## config.mk

```make
export PLATFORM = sky130hd
export DESIGN_NAME = seq_bin2bcd
export DESIGN_NICKNAME = d
export VERILOG_FILES = /design/src/rtl/seq_bin2bcd.sv
export SDC_FILE = /design/constraint.sdc
export NUM_CORES = 1
export LEC_CHECK = 0
export ABC_AREA = 1
export CAP_MARGIN = 20
export CORE_ASPECT_RATIO = 2
export CORE_MARGIN = 2
export CORE_UTILIZATION = 37
export DETAILED_ROUTE_END_ITERATION = 12
export PLACE_DENSITY = 0.59
export SYNTH_ARGS = -nofsm -noshare
export SYNTH_HDL_FRONTEND = slang
export SYNTH_SLANG_ARGS = --single-unit
```

## constraint.sdc

```tcl
create_clock -name CLK -period 1.62 [get_ports CLK]
set_input_delay 0.324 -clock CLK [delete_from_list [all_inputs] [get_ports CLK]]
set_output_delay 0.324 -clock CLK [all_outputs]
set_load 0.005 [all_outputs]
```

## src/rtl/seq_bin2bcd.sv

```systemverilog
// Sequential binary-to-BCD converter using double-dabble, one add-3/shift step per clock.
// The displayed result, blank mask and overflow flag only change when a conversion completes.
module seq_bin2bcd #(
  parameter int WIDTH       = 16,
  parameter int DIGITS      = 5,
  parameter int DISP_DIGITS = 4
) (
  input  logic                  CLK,
  input  logic                  RST,
  input  logic                  start,
  input  logic                  auto_en,
  input  logic [WIDTH-1:0]      bin_in,
  output logic                  busy,
  output logic                  done,
  output logic [4*DIGITS-1:0]   bcd_out,
  output logic [DIGITS-1:0]     blank,
  output logic                  ovf
);

  localparam int CNT_W = (WIDTH > 1) ? $clog2(WIDTH) : 1;
  localparam logic [DIGITS-1:0] BLANK_RST = {{(DIGITS-1){1'b1}}, 1'b0};

  typedef enum logic [1:0] {IDLE, CONV, LATCH} state_t;

  state_t                state_q, state_d;
  logic [WIDTH-1:0]      shift_q, shift_d;
  logic [WIDTH-1:0]      last_q, last_d;
  logic [4*DIGITS-1:0]   scratch_q, scratch_d;
  logic [CNT_W-1:0]      cnt_q, cnt_d;
  logic                  busy_q, busy_d;
  logic                  done_q, done_d;
  logic [4*DIGITS-1:0]   bcd_q, bcd_d;
  logic [DIGITS-1:0]     blank_q, blank_d;
  logic                  ovf_q, ovf_d;

  logic [4*DIGITS-1:0]   adj;
  logic [DIGITS-1:0]     blank_n;
  logic                  ovf_n;
  logic                  zero_above;
  logic                  trigger;

  // Nibbles never exceed 9 before the add, so the 4-bit add cannot carry out.
  always_comb begin
    adj = scratch_q;
    for (int i = 0; i < DIGITS; i++) begin
      if (scratch_q[4*i +: 4] >= 4'd5) adj[4*i +: 4] = scratch_q[4*i +: 4] + 4'd3;
    end
  end

  always_comb begin
    blank_n    = '0;
    ovf_n      = 1'b0;
    zero_above = 1'b1;
    for (int i = DIGITS-1; i >= 0; i--) begin
      zero_above = zero_above & (scratch_q[4*i +: 4] == 4'd0);
      blank_n[i] = zero_above;
    end
    blank_n[0] = 1'b0;
    for (int i = DISP_DIGITS; i < DIGITS; i++) begin
      ovf_n = ovf_n | (|scratch_q[4*i +: 4]);
    end
  end

  assign trigger = start | (auto_en & (bin_in != last_q));

  always_comb begin
    state_d   = state_q;
    shift_d   = shift_q;
    last_d    = last_q;
    scratch_d = scratch_q;
    cnt_d     = cnt_q;
    busy_d    = busy_q;
    done_d    = 1'b0;
    bcd_d     = bcd_q;
    blank_d   = blank_q;
    ovf_d     = ovf_q;
    unique case (state_q)
      IDLE: begin
        if (trigger) begin
          shift_d   = bin_in;
          last_d    = bin_in;
          scratch_d = '0;
          cnt_d     = '0;
          busy_d    = 1'b1;
          state_d   = CONV;
        end
      end
      CONV: begin
        {scratch_d, shift_d} = {adj[4*DIGITS-2:0], shift_q, 1'b0};
        cnt_d = cnt_q + 1'b1;
        if (cnt_q == CNT_W'(WIDTH-1)) state_d = LATCH;
      end
      LATCH: begin
        bcd_d   = scratch_q;
        blank_d = blank_n;
        ovf_d   = ovf_n;
        done_d  = 1'b1;
        busy_d  = 1'b0;
        state_d = IDLE;
      end
      default: state_d = IDLE;
    endcase
  end

  always_ff @(posedge CLK) begin
    if (RST) begin
      state_q   <= IDLE;
      shift_q   <= '0;
      last_q    <= '0;
      scratch_q <= '0;
      cnt_q     <= '0;
      busy_q    <= 1'b0;
      done_q    <= 1'b0;
      bcd_q     <= '0;
      blank_q   <= BLANK_RST;
      ovf_q     <= 1'b0;
    end else begin
      state_q   <= state_d;
      shift_q   <= shift_d;
      last_q    <= last_d;
      scratch_q <= scratch_d;
      cnt_q     <= cnt_d;
      busy_q    <= busy_d;
      done_q    <= done_d;
      bcd_q     <= bcd_d;
      blank_q   <= blank_d;
      ovf_q     <= ovf_d;
    end
  end

  assign busy    = busy_q;
  assign done    = done_q;
  assign bcd_out = bcd_q;
  assign blank   = blank_q;
  assign ovf     = ovf_q;

endmodule
```

==> metrics.md, run 1 <==
| Metric | Value |
|---|---|
| Initial DRT Pass Iterations | `4` |
| Die height | `~150 microns` |
| Final Cell Area | `0.00568 sq mm` |
| CP Launch Type | `flip-flop` |
| Status | `completed` |
| Post-DP Area | `approximately 0.005 sq mm` |
| Commonest non-fill, non-tap cell in the layout | `nand2_1` |
| CTS tree | `built` |
| Peak VDD IR | `0.500 mV` |
| Syn_nets | `approximately 640` |
| Final worst-path cycle share | `99.1%` |
| RR Endpoint | `scratch_q[14]` |
| Most common cell on crit path | `nand2_1` |
| HPWL Detailed | `6080 microns` |
| Cell variety after synth | `29` |
| Gp weighted congestion | `0.791` |
| Setup CP Type | `flip-flop to flip-flop` |
| Top Family by Delay on Critical Path | `simple AND/OR/NAND/NOR gates` |
| Num ports | `48` |
| Relative slew slack | `a little over 60%` |
| Max-slew violation count | `0` |
| Post-DRT Antenna Nets | `0` |
| Clock Latency Late Sink | `approximately 0.34 ns` |
| Wire length per cell | `12.1 microns` |
| Crit-path max cell delay | `0.34 ns` |
| Post-Route Skew | `0.00620 ns` |
| All-Layer GR Usage | `16.6%` |
| CP startpoint | `last_q[13]` |
| Synth Warn # | `0` |
| Row count | `between 50 and 60` |
| Via count | `approximately 3900` |
| Initial antenna violation count | `0` |
| R2r setup slk | `0.01 ns` |
| Worst Tran Pin Value | `0.573 ns` |
| Vias/cell | `4.74` |
| Layout Cells excl Fill | `816` |
| Remaining Overflow, GRT | `0` |
| Final hold vios | `0` |
| Crit-path slowest cell | `dfxtp_2` |
| Seq/Total Area, Yosys | `about two fifths` |
| Total core area | `~0.011 sq mm` |
| Fmax | `623 MHz` |
| Setup tns final | `0 ns` |
| Starting Density | `37.6%` |
| IO buf count | `46` |
| Mapped cell area | `0.00419 sq mm` |
| Critical Path Sink Type | `flip-flop` |
| # hold bufs at CTS | `0` |
| Largest net degree at the start of global routing | `60` |
| Nets | `703` |
| CP cell instances | `inv_2 > nand2_1 > nand2_1 > nor2_2 > nand2_1 > nor2_1 > nand2_1 > nand2_2 > nand2_4 > nand2_8 > clkbuf_16 > nand3_1 > a21oi_1` |
| First-pass GRT wire length | `~16000 microns` |
| Placed insts | `792` |
| Tmin final | `about 1.6 ns` |
| Clock Pin Slew Worst Setup and Hold Paths | `0.07 ns` |
| Buf/Inv on CP | `2` |
| Max FO, Critical Path | `5` |
| Ant diodes | `0` |
| GR Layer Usage met1 | `22.1%` |
| RSZ-0062 raised after global routing | `true` |
| R2R cell count | `13` |
| DRC viols | `0` |
| Commonest non-fill, non-tap cells in the layout | `nand2_1, dfxtp_1, inv_1, nor2_1, o21ai_0` |
| RR Startpoint | `last_q[13]` |
| Max_cap viols | `0` |
| HP Class | `primary input to flip-flop` |
| Maximum level of the CTS H-tree | `3` |
| CTS Buffer Depth | `2` |
| Total Routed Length | `9870 microns` |
| Final core occ | `around 51%` |
| Met3 global-route usage | `2.68%` |
| CTS sink cnt | `85` |
| Crit path to | `scratch_q[14]` |
| Leakage | `2.36 nW` |
| # setup viols final | `0` |
| PD cells | `around 950 mW/mm^2` |
| Vias in the first global route | `around 3500` |
| Area delta synth->final | `35.7%` |
| Mean Syn Cell Area | `6.96 sq um` |
| Instance count on the critical path | `13` |
| Num CTS Buffers | `9` |
| Width of the chip | `79.2 microns` |
| DRT iter0 DRCs | `157` |
| Number of synthesized register bits | `85` |
| Die ar. | `~0.012 sq mm` |
| Most used routing layer in global routing | `met2` |
| Met2 Use GR | `a little over a quarter` |
| Clk root buf | `clkbuf_16` |
| Critical path data arrival time | `1.88 ns` |
| Share of post-route cells with drive strength above 1 | `20.6%` |
| Post-Syn Instances | `around 600` |
| CP required | `between 1.5 and 2 ns` |
[layer usage]
metal	share of wire, %	routed length (microns)
met5	0	0
met2	49	4810
met3	3.1	307
met1	47	4640
met4	1.2	117
[worst reg2reg max path: cells and delay by family (launching register included)]
kind                   cells  cell delay, ns
AND/OR/NAND/NOR           10            0.87
buffers and inverters      2            0.19
AO/OA/AOI/OAI              1            0.14
flip-flops                 1            0.34
[cells by family after synthesis]
logic type	Yosys count	synth area share, %
compound gates	151	19.5
other cells	1	0.0895
xor+xnor	1	0.209
fa+ha+maj	14	4.18
flops	85	40.6
buf+inv	111	10.8
simple gates	239	24.6
[flip-flops by register name, summed over array words and instances (netlist names)]
register / count
bcd_out: 20
scratch_q: 20
last_q: 16
shift_q: 16
blank: 4
cnt_q: 4
state_q: 2
busy: 1
done: 1
ovf: 1
[through the flow]
stage          total power, W  hold WS (ns)  worst slack (ns)
6_report              0.00541         0.413            0.0142
5_1_grt               0.00564         0.442            -0.108
4_1_cts               0.00538         0.405           -0.0529
3_5_place_dp          0.00295         0.453            -0.595
3_3_place_gp          0.00294         0.454            -0.549
2_1_floorplan         0.00271         0.453             0.195
[timing repair]
| action | 4_1_cts | 5_1_grt |
|---|---|---|
| buffers inserted | 3 | 1 |
| pin swaps | 14 | 26 |
| endpoints found under the setup margin | 58 | 59 |
| gates resized for setup | 34 | 62 |
| gates cloned | 3 | 4 |
[report_power, final]
| group | total, W | switching (W) | internal, W | leakage (nW) |
|---|---|---|---|---|
| clock network | 0.00237 | 0.000858 | 0.00151 | 0.163 |
| logic | 0.000799 | 0.000458 | 0.000341 | 1.50 |
| registers | 0.00225 | 0.0000571 | 0.00219 | 0.697 |
| total | 0.00541 | 0.00137 | 0.00404 | 2.36 |
[cell usage after synthesis]
| library cell | number | share of area, % |
|---|---|---|
| o22ai_1 | 1 | 0.15 |
| inv_2 | 3 | 0.27 |
| inv_1 | 74 | 6.6 |
| clkbuf_1 | 19 | 1.7 |
| nor2_1 | 77 | 6.9 |
| o221ai_1 | 1 | 0.21 |
| buf_1 | 3 | 0.27 |
| nand2_2 | 1 | 0.15 |
| a21oi_2 | 10 | 2.1 |
| buf_4 | 1 | 0.18 |
| nand3_1 | 36 | 4.3 |
| or2_2 | 2 | 0.30 |
| xnor2_1 | 1 | 0.21 |
| dfxtp_1 | 85 | 41 |
| nand2_1 | 106 | 9.5 |
| o211ai_1 | 4 | 0.72 |
| buf_6 | 1 | 0.27 |
| ha_1 | 14 | 4.2 |
| conb_1 | 1 | 0.090 |
| nand3_2 | 10 | 2.4 |
| clkinv_1 | 1 | 0.090 |
| buf_2 | 8 | 0.96 |
| a21oi_1 | 64 | 7.6 |
| nand4_1 | 2 | 0.30 |
| buf_12 | 1 | 0.48 |
| nor3_1 | 4 | 0.48 |
| o2111ai_1 | 2 | 0.42 |
| nand2_4 | 1 | 0.27 |
| o21ai_0 | 69 | 8.2 |
[final cells by class]
type / instances / area, sq um
timing repair buffer: 87 / 890
multi-input combinational: 408 / 2260
clock buffer: 10 / 229
sequential: 85 / 1720
tap: 142 / 178
inverter: 78 / 295
fill: 1110 / 5460
clock inverter: 6 / 111
[worst min path at each step]
stage                     start  depth (start not counted)           to  slack [ns]
floorplan              cnt_q[3]                          2   state_q[1]        0.45
global placement    bcd_out[19]                          2  bcd_out[19]        0.45
detailed placement  bcd_out[19]                          2  bcd_out[19]        0.45
CTS                   bin_in[2]                          3    last_q[2]        0.40
global route          bin_in[5]                          3    last_q[5]        0.44
finish                bin_in[1]                          3    last_q[1]        0.41
Power figures use the tool's default switching activity.
==> run 2: changes to the inputs <==
GPL_TIMING_DRIVEN = 1   (was default)
==> results of run 2 <==
Final layout, timing and power as in run 1 (identical DEF).
==> run 3: changes to the inputs <==
CAP_MARGIN = 30   (was 20)
CORE_UTILIZATION = 45   (was 37)
HOLD_SLACK_MARGIN = 0.08   (was default)
PLACE_DENSITY = 0.68   (was 0.59)
==> run 3 against run 2 <==
Net effect: the flow now finishes with violations (setup timing); wire length increased by 5.8%; total power down 6.8%; count of clock-buffer cells in the layout is 1 higher; cell area fell by 2.3%; setup slack worse by 0.11 ns; global-route usage is 4.4 points higher; worst hold slack worse by 0.016 ns; critical path type unchanged; critical endpoint is now scratch_q[7]; highest routed layer unchanged.
==> metrics.md, run 3 (synthesis gave the netlist of run 1 again) <==
| Metric | Value |
|---|---|
| Status | `complete, but fails checks` |
| Failing checks | `setup timing` |
| Largest net degree at the start of global routing | `56` |
| Maximum level of the CTS H-tree | `3` |
| Placed insts | `747` |
| Final worst-path cycle share | `106%` |
| PD cells | `908 mW/mm^2` |
| HPWL Detailed | `roughly 6500 microns` |
| CTS sink cnt | `85` |
| Starting Density | `between 40 and 50%` |
| Total Routed Length | `10400 microns` |
| Share of post-route cells with drive strength above 1 | `19.4%` |
| Layout Cells excl Fill | `~780` |
| Final hold vios | `0` |
| Setup CP Type | `flip-flop to flip-flop` |
| Max FO, Critical Path | `7` |
| Ant diodes | `0` |
| IO buf count | `46` |
| Leakage | `2.34 nW` |
| # setup viols final | `41` |
| Wire length per cell | `13.5 microns` |
| Fmax | `584 MHz` |
| Tmin final | `1.71 ns` |
| Total core area | `0.00901 sq mm` |
| First-pass GRT wire length | `17300 microns` |
| HP Class | `primary input to flip-flop` |
| Clock Pin Slew Worst Setup and Hold Paths | `0.06 ns` |
| Final Cell Area | `0.00556 sq mm` |
| Clk root buf | `clkbuf_16` |
| Die ar. | `0.0101 sq mm` |
| All-Layer GR Usage | `a little over a fifth` |
| Post-DP Area | `roughly 0.0049 sq mm` |
| Area delta synth->final | `32.6%` |
| Relative slew slack | `a little over half` |
| CP Launch Type | `flip-flop` |
| Vias in the first global route | `4021` |
| Critical path data arrival time | `1.99 ns` |
| CP required | `~1.9 ns` |
| Tot Pwr | `just over 0.005 W` |
| Peak VDD IR | `0.785 mV` |
| CTS Buffer Depth | `2` |
| # hold bufs at CTS | `0` |
| CTS tree | `built` |
| Commonest non-fill, non-tap cell in the layout | `nand2_1` |
| Die height | `140 microns` |
| Gp weighted congestion | `0.823` |
| Remaining Overflow, GRT | `0` |
| RSZ-0062 raised after global routing | `true` |
| Initial antenna violation count | `0` |
| Setup WS post-layout | `-0.0910 ns` |
| Nets | `703` |
| Num ports | `48` |
| Clock Latency Late Sink | `0.34 ns` |
| Width of the chip | `72.2 microns` |
| Max_cap viols | `0` |
| Critical Path Sink Type | `flip-flop` |
| Post-DRT Antenna Nets | `0` |
| Via count | `~4000` |
| Vias/cell | `5.27` |
| Initial DRT Pass Iterations | `4` |
| Commonest non-fill, non-tap cells in the layout | `nand2_1, dfxtp_1, nor2_1, inv_1, o21ai_0` |
| Num CTS Buffers | `9` |
| Post-Route Skew | `0.00600 ns` |
| DRC viols | `0` |
| Worst Tran Pin Value | `0.689 ns` |
| Max-slew violation count | `0` |
| DRT iter0 DRCs | `186` |
| Row count | `49` |
==> run 3: cell count changes in the layout (fill, tap and decap cells not counted), moves of 4 or more <==
cell / before / now
a21oi_2: 18 / 22
nand3_1: 20 / 34
o21ai_0: 61 / 57
nand3_2: 22 / 12
a21oi_1: 56 / 52
nand3_4: 4 / 0
buf_16: 0 / 4
==> run 3: final timing paths <==
| check | slack, ns | from | to | depth (start not counted) |
|---|---|---|---|---|
| setup reg to reg | -0.09 | last_q[1] | scratch_q[7] | 15 |
| setup / recovery | -0.09 | last_q[1] | scratch_q[7] | 15 |
| hold / removal | 0.40 | bin_in[6] | last_q[6] | 3 |
| hold reg to reg | 0.47 | bcd_out[19] | bcd_out[19] | 2 |
==> run 3: layout make-up <==
type | instances | area, sq um
fillers | 800 | 3460
clock buffers | 11 | 243
multi-input cells | 406 | 2140
inverters | 78 | 298
flip-flops and latches | 85 | 1720
repair buffers | 89 | 991
clock inverters | 5 | 36.3
well taps | 102 | 128
==> run 3: routing by layer <==
| metal | vias to the layer above | global-route usage (%) | routed length [microns] |
|---|---|---|---|
| met3 | 33 | 3.96 | 406 |
| met4 | 0 | 11.2 | 461 |
| met2 | 92 | 39.4 | 5720 |
| li1 | 2075 | - | - |
| met5 | - | 0 | 0 |
| met1 | 1887 | 20.9 | 3860 |
==> run 3: through the flow <==
stage | setup WS (ns) | hold WS (ns) | util [%] | TNS [ns]
final | -0.0910 | 0.397 | 61.6 | -1.40
after global routing | -0.241 | 0.432 | 61.6 | -10.10
after CTS | -0.0487 | 0.393 | 59.8 | -0.809
after detailed placement | -0.639 | 0.462 | 54.3 | -28.75
after global placement | -0.540 | 0.440 | 54.3 | -28.34
after floorplan | 0.195 | 0.453 | - | 0
==> run 3: power breakdown <==
| group | total [W] | switching [W] | leakage [nW] | internal (W) |
|---|---|---|---|---|
| logic | 0.000855 | 0.000470 | 1.52 | 0.000385 |
| registers | 0.00225 | 0.0000605 | 0.697 | 0.00219 |
| clock network | 0.00194 | 0.000857 | 0.128 | 0.00108 |
| total | 0.00504 | 0.00139 | 2.34 | 0.00366 |
==> run 3: what timing repair did <==
item	4_1_cts	5_1_grt
gates cloned	4	4
setup buffers	4	1
resized for setup	54	28
setup endpoints to repair	58	59
pin swaps	6	15
==> run 3: critical path: stages, from the launching register on <==
cell     delay, ns
dfxtp_2       0.34
inv_1         0.04
nand2_1       0.04
nand2_1       0.06
nor2_2        0.11
nand2_1       0.09
nor2_1        0.10
nand2_1       0.05
nand2_1       0.09
nand2_2       0.08
nand2_4       0.09
buf_12        0.11
buf_8         0.11
buf_16        0.13
nand3_2       0.06
a21oi_2       0.14
